### src/rtl/spi_shifter.sv
// SPI mode-0 byte shifter: IDLE -> SHIFT (8 sck_rise/sck_fall pairs) -> DONE; MSB-first unless SPI_LSB_FIRST_EN.
// Latency: accepted start to done = 1 + SCK span + 1 cycles; all outputs registered.
// Backpressure: start is only sampled in IDLE; there is no request queue.
module spi_shifter (
    input  logic       clk,
    input  logic       rst,
    input  logic       start,
    input  logic [7:0] tx_data,
    input  logic       sck_rise,
    input  logic       sck_fall,
    input  logic       miso,
    output logic       sck_en,
    output logic       mosi,
    output logic       cs_n,
    output logic       busy,
    output logic       done,
    output logic [7:0] rx_data
);

    typedef enum logic [1:0] {IDLE, SHIFT, DONE} state_t;

    state_t     state, state_nxt;
    logic [7:0] tx_sr, tx_sr_nxt;
    logic [7:0] rx_sr, rx_sr_nxt;
    logic [7:0] rx_data_nxt;
    logic [3:0] cnt, cnt_nxt;
    logic       sck_en_nxt, mosi_nxt, cs_n_nxt, busy_nxt, done_nxt;

    logic       tx_first;
    logic       tx_next;
    logic [7:0] tx_shift;
    logic [7:0] rx_shift;

`ifdef SPI_LSB_FIRST_EN
    // LSB-first: tx leaves from bit 0, rx enters at bit 7 and moves down
    assign tx_first = tx_data[0];
    assign tx_next  = tx_sr[1];
    assign tx_shift = {1'b0, tx_sr[7:1]};
    assign rx_shift = {miso, rx_sr[7:1]};
`else
    assign tx_first = tx_data[7];
    assign tx_next  = tx_sr[6];
    assign tx_shift = {tx_sr[6:0], 1'b0};
    assign rx_shift = {rx_sr[6:0], miso};
`endif

    always_ff @(posedge clk or posedge rst) begin
        if (rst) begin
            state   <= IDLE;
            tx_sr   <= 8'h00;
            rx_sr   <= 8'h00;
            rx_data <= 8'h00;
            cnt     <= 4'd0;
            sck_en  <= 1'b0;
            mosi    <= 1'b0;
            cs_n    <= 1'b1;
            busy    <= 1'b0;
            done    <= 1'b0;
        end else begin
            state   <= state_nxt;
            tx_sr   <= tx_sr_nxt;
            rx_sr   <= rx_sr_nxt;
            rx_data <= rx_data_nxt;
            cnt     <= cnt_nxt;
            sck_en  <= sck_en_nxt;
            mosi    <= mosi_nxt;
            cs_n    <= cs_n_nxt;
            busy    <= busy_nxt;
            done    <= done_nxt;
        end
    end

    always_comb begin
        state_nxt   = state;
        tx_sr_nxt   = tx_sr;
        rx_sr_nxt   = rx_sr;
        rx_data_nxt = rx_data;
        cnt_nxt     = cnt;
        sck_en_nxt  = sck_en;
        mosi_nxt    = mosi;
        cs_n_nxt    = cs_n;
        busy_nxt    = busy;
        done_nxt    = 1'b0;
        case (state)
            IDLE: begin
                if (start) begin
                    tx_sr_nxt  = tx_data;
                    rx_sr_nxt  = 8'h00;
                    mosi_nxt   = tx_first;
                    cs_n_nxt   = 1'b0;
                    sck_en_nxt = 1'b1;
                    busy_nxt   = 1'b1;
                    cnt_nxt    = 4'd0;
                    state_nxt  = SHIFT;
                end
            end
            SHIFT: begin
                // a rise wins over a coincident fall
                if (sck_rise) begin
                    rx_sr_nxt = rx_shift;
                    cnt_nxt   = cnt + 4'd1;
                end else if (sck_fall) begin
                    if (cnt == 4'd8) begin
                        state_nxt = DONE;
                    end else begin
                        tx_sr_nxt = tx_shift;
                        mosi_nxt  = tx_next;
                    end
                end
            end
            DONE: begin
                done_nxt    = 1'b1;
                rx_data_nxt = rx_sr;
                busy_nxt    = 1'b0;
                sck_en_nxt  = 1'b0;
                cs_n_nxt    = 1'b1;
                state_nxt   = IDLE;
            end
            default: state_nxt = IDLE;
        endcase
    end

endmodule
### config.mk
export PLATFORM = sky130hd
export DESIGN_NAME = spi_shifter
export DESIGN_NICKNAME = d
export VERILOG_FILES = /design/src/rtl/spi_shifter.sv
export SDC_FILE = /design/constraint.sdc
export NUM_CORES = 1
export LEC_CHECK = 0
export CORE_MARGIN = 3
export CORE_UTILIZATION = 46
export DETAILED_ROUTE_END_ITERATION = 10
export GPL_ROUTABILITY_DRIVEN = 1
export HOLD_SLACK_MARGIN = 0.12
export PLACE_DENSITY = 0.83
export SETUP_SLACK_MARGIN = 0.2
export SYNTH_ARGS = -nofsm -noshare
export SYNTH_HDL_FRONTEND = slang
export SYNTH_SLANG_ARGS = --single-unit
### constraint.sdc
create_clock -name clk -period 1.7 [get_ports clk]
set_input_delay 0.255 -clock clk [delete_from_list [all_inputs] [get_ports clk]]
set_output_delay 0.255 -clock clk [all_outputs]
set_load 0.005 [all_outputs]
# Word level (Yosys, flattened, before mapping)
# Index checks and enable logic that the tools add are counted.
[totals]
register_bits = 33
output_inout_bits = 13
elab_cells = 52
[op_classes]
n_addsub = 1
n_eq_ne = 9
muxes = 26
n_reduce_logical = 7
[ops]
columns = ["op", "n"]
rows = [
  ["two-way mux 7 bit", 4],
  ["two-way mux 8 bit", 2],
  ["one-hot mux 8 bit (2 select lines)", 1],
  ["one-hot mux 7 bit (2 select lines)", 1],
  ["inequality test 2 bit, second input constant", 6],
  ["two-way mux 2 bit", 4],
  ["two-way mux 4 bit", 2],
  ["one-hot mux 4 bit (2 select lines)", 1],
  ["two-way mux 1 bit", 7],
  ["one-hot mux 1 bit (2 select lines)", 3],
  ["AND reduction 5 bit", 1],
  ["adder 4 x 1 -> 4 bit, second input constant", 1],
  ["equality test 4 bit, second input constant", 1],
  ["one-hot mux 2 bit (2 select lines)", 1],
  ["AND reduction 4 bit", 1],
  ["nonzero test 2 bit", 2],
  ["AND reduction 3 bit", 1],
  ["equality test 2 x 1 -> 1 bit, second input constant", 1],
  ["equality test 2 bit, second input constant", 1],
  ["logical NOT 2 bit", 1],
  ["AND reduction 2 bit", 1],
]

# Logic depth before layout (Yosys ltp)
[logic_depth]
ltp_word = 5
depth_mapped = 5

# Worst setup path before layout
# OpenSTA, ideal clock, no wires.
[synth_timing]
kind = "register to register"
start = "register cnt[0]"
end = "register mosi"
setup_time_ns = 0.125
arrival_ns = 1.516
required_time_ns = 1.575
path_slack_ns = 0.059
path_stages_with_launch = 6
path_buffers = 0
cell_sequence = "dfrtp_1 > inv_1 > ha_1 > and3b_1 > o31ai_4 > mux2_2"
[synth_between]
elab_chain_cells = 3
[synth_rtl]
columns = ["item", "line_no", "text"]
rows = [
  ["start: declaration", "26", "logic [3:0] cnt, cnt_nxt;"],
  ["start signal: assignment", "64", "cnt <= cnt_nxt;"],
  ["equality test 4 bit", "103", "if (cnt == 4'd8) begin"],
  ["inequality test 2 bit (no source line)", "-", ""],
  ["AND reduction 5 bit (no source line)", "-", ""],
  ["end signal: assignment", "66", "mosi <= mosi_nxt;"],
  ["end: declaration", "13", "output logic mosi,"],
]
# Every way passes these cells.
# A chain may end at the register's enable or synchronous reset.

# Worst setup path in the final report
[layout_timing]
start = "register state[1]"
end = "register tx_sr[3]"
[layout_between]
elab_chain_cells = 3
word_cells_on_any_way = 9
classes_between = "eq/ne: 5; mux: 1; reduce/logical: 3"
[layout_rtl]
columns = ["item", "line_no", "text"]
rows = [
  ["start: declaration", "22", "state_t state, state_nxt;"],
  ["start signal: assignment", "60", "state <= state_nxt;"],
  ["equality test 2 x 1 -> 1 bit or logical NOT 2 bit (tied branches)", "84", "case (state)"],
  ["inequality test 2 bit (no source line) or nonzero test 2 bit (tied branches)", "-", ""],
  ["AND reduction 5 bit (no source line)", "-", ""],
  ["end signal: assignment", "61", "tx_sr <= tx_sr_nxt;"],
  ["end: declaration", "23", "logic [7:0] tx_sr, tx_sr_nxt;"],
]
# Several ways; a longest one is shown, not always the timed one.

==> results.sh <==
export IMPL_cts_tree="built"
export IMPL_dp_hpwl_mm=2.14
export IMPL_cts_buffers=5
export IMPL_finalHoldViolations=0
export IMPL_initial_core_util_pct=49.2
export IMPL_yosys_warnings=0
export IMPL_relSlewSlack_pct=73.2
export IMPL_die_x_um=63.6
export IMPL_synthesis_instances=116
export IMPL_comb_power_share_pct=34.6
export IMPL_grt_use_total_pct=16.8
export IMPL_synth_edff_count=0
export IMPL_worst_pin_slew_ns=0.402
export IMPL_startpoint="state[1]"
export IMPL_power_mw=2.77
export IMPL_worstReg2RegEnd="tx_sr[3]"
export IMPL_finClkSkew_ns=0.0117
export IMPL_grt_pass1_vias=1199
export IMPL_p_switching_mw=0.800
export IMPL_ys_seq_elements=33
export IMPL_synth_main_ff_cell="dfrtp_1"
export IMPL_firstDrtPassIters=4
export IMPL_die_h_um=63.6
export IMPL_power_per_cell_area_mw_per_mm2=1320
export IMPL_final_nets=178
export IMPL_slowest_delay_ns=0.46
export IMPL_r2r_setup_slack_ns=0.12
export IMPL_cp_arrival_ns=1.82
export IMPL_yosysSeqAreaShare_pct=54.2
export IMPL_synthToLayoutAreaGrowth_pct=37.0
export IMPL_holdBufCountCts=0
export IMPL_rr_worst_depth=4
export IMPL_status="complete, no violations"
export IMPL_fillers=264
export IMPL_drive_gt1_share_pct=36.8
export IMPL_antenna_cells=0
export IMPL_ctsLongestPathBuffers=2
export IMPL_ios=27
export IMPL_clk_latency_ns=0.34
export IMPL_hp_class="input pin to asynchronous set/reset pin"
export IMPL_fmax_mhz=633
export IMPL_synthArstFlopShare_pct=100
export IMPL_multiInputGateArea_um2=668
export IMPL_synth_area_per_cell_um2=13.2
export IMPL_final_antenna_net_count=0
export IMPL_p_leak_nw=1.07
export IMPL_ys_types=35
export IMPL_grt_pass1_wl_mm=5.32
export IMPL_regArea_um2=830
export IMPL_slowest_stage="dfrtp_2"
export IMPL_drc=0
export IMPL_switching_share_pct=28.9
export IMPL_antenna_found_initial=0
export IMPL_clkPwrFrac_pct=22.5
export IMPL_wl_mm=3.00
export IMPL_syn_area_mm2=0.00153
export IMPL_r2r_start="state[1]"
export IMPL_final_cell_mix="dfrtp_1, clkdlybuf4s50_1, buf_4"
export IMPL_cts_sinks=33
export IMPL_core_area_mm2=0.00310
export IMPL_critPathKind="flip-flop to flip-flop"
export IMPL_place_congestion=0.791
export IMPL_worstSetupEndpoint="tx_sr[3]"
export IMPL_num_vias=1086
export IMPL_overflow=0
export IMPL_fin_setup_tns_ns=0
export IMPL_max_cap_viol_count=0
export IMPL_port_buffers=26
export IMPL_drv_slew=0
export IMPL_via_per_inst=5.25
export IMPL_path_cells="buf_4 > nor2b_4 > mux2_2 > mux2_4"
export IMPL_layout_commonest_cell="dfrtp_1"
export IMPL_cts_clk_slew_worst_paths_ns=0.11
export IMPL_grt_max_degree=34
export IMPL_period_share_pct=93.0
export IMPL_cts_root_buffer="clkbuf_4"
export IMPL_rsz0062_at_grt="yes"
export IMPL_ir_worst_vdd_v=0.000746
export IMPL_htree_levels=2
export IMPL_finalSetupViolCount=0
export IMPL_fp_row_count=20
export IMPL_final_min_clock_period_ns=1.58
export IMPL_worstPathRequired_ns=1.94
export IMPL_die_area_mm2=0.00405
export IMPL_post_route_util_pct=67.4
export IMPL_intPower_mw=1.97
export IMPL_cp_max_fo=7
export IMPL_drt_iter0_markers=56
export IMPL_wire_per_inst_um=14.5
export IMPL_synth_fp_nets=132
export IMPL_end_kind="flip-flop"
export IMPL_seqPwrFrac_pct=42.9
export IMPL_start_kind="flip-flop"
[area by class of cell]
type                       instances  share of cell area (%)
multi-input combinational         70                    31.9
clock buffer                       6                    2.45
clock inverter                     2                    1.79
tap                               44                    2.63
inverter                           6                    1.08
sequential                        33                    39.7
timing repair buffer              46                    20.5
[layer usage]
metal  vias to the layer above  track usage, %  routed length, um  share of wire (%)
met4                         0            5.66                 32                1.1
met5                         -               0                  0                  0
li1                        514               -                  -                  -
met2                        28            28.7               1540                 52
met1                       540            19.7               1270                 42
met3                         4            5.53                147                4.9
[worst max-delay path: cells and delay by family, from the launching register on]
kind                   cells  cell delay (ns)
and+or+nand+nor            1             0.21
muxes                      2             0.63
buffers and inverters      1             0.17
DFF                        1             0.46
[per-stage QoR]
stage | hold WS [ns] | cell area [um2] | cells | setup WS (ns)
floorplan | 0.360 | 1530 | 116 | 0.104
global placement | 0.472 | 1910 | 194 | -0.0990
detailed placement | 0.482 | 1910 | 194 | -0.133
CTS | 0.289 | 2050 | 206 | 0.0685
global route | 0.319 | 2090 | 207 | 0.0663
finish | 0.283 | 2090 | 207 | 0.120
[worst min path at each step]
stage	endpoint	slack [ns]	cells after the start
4_1_cts	tx_sr[3]	0.29	3
5_1_grt	tx_sr[4]	0.32	3
2_1_floorplan	tx_sr[0]	0.36	2
3_3_place_gp	cs_n	0.47	2
6_report	tx_sr[4]	0.28	3
3_5_place_dp	rx_data[3]	0.48	1
[power groups by stage]
stage	clock network [mW]	logic (mW)	registers, mW
floorplan	0	0.565	1.16
global placement	0	0.807	1.18
detailed placement	0	0.844	1.20
CTS	0.632	0.939	1.18
global route	0.668	1.05	1.23
finish	0.623	0.956	1.19
[sequential cells by signal, summed over array words and instances, names as in the netlist, 2 cells and up]
name     flops
rx_data      8
cnt          4
state        2
rx_sr        8
tx_sr        7
[cells by family after synthesis]
| group | after synthesis | synth area share, % |
|---|---|---|
| compound gates | 25 | 14.0 |
| xor+xnor | 1 | 0.574 |
| fa+ha+maj | 2 | 1.64 |
| buf+inv | 13 | 4.18 |
| flops | 33 | 54.2 |
| mux | 22 | 16.2 |
| simple gates | 20 | 9.18 |
[Yosys cell counts, types with 2 or more instances]
library cell | instances | area (um2)
dfrtp_1 | 32 | 801
mux2_2 | 21 | 236
a22o_1 | 14 | 123
inv_1 | 5 | 18.8
buf_2 | 3 | 15.0
nor2_1 | 3 | 11.3
o21ai_0 | 3 | 15.0
a21oi_1 | 2 | 10.0
a32o_1 | 2 | 20.0
ha_1 | 2 | 25.0
nand2_1 | 2 | 7.51
nand2b_1 | 2 | 12.5
nand3_1 | 2 | 10.0
nor2b_1 | 2 | 12.5
[timing repair]
| action | CTS | global route |
|---|---|---|
| cloned | 0 | 0 |
| endpoints found under the setup margin | 9 | 22 |
| gates resized for setup | 8 | 14 |
| buffers inserted | 4 | 1 |
| pin swaps | 2 | 2 |
Power figures use the tool's default switching activity.
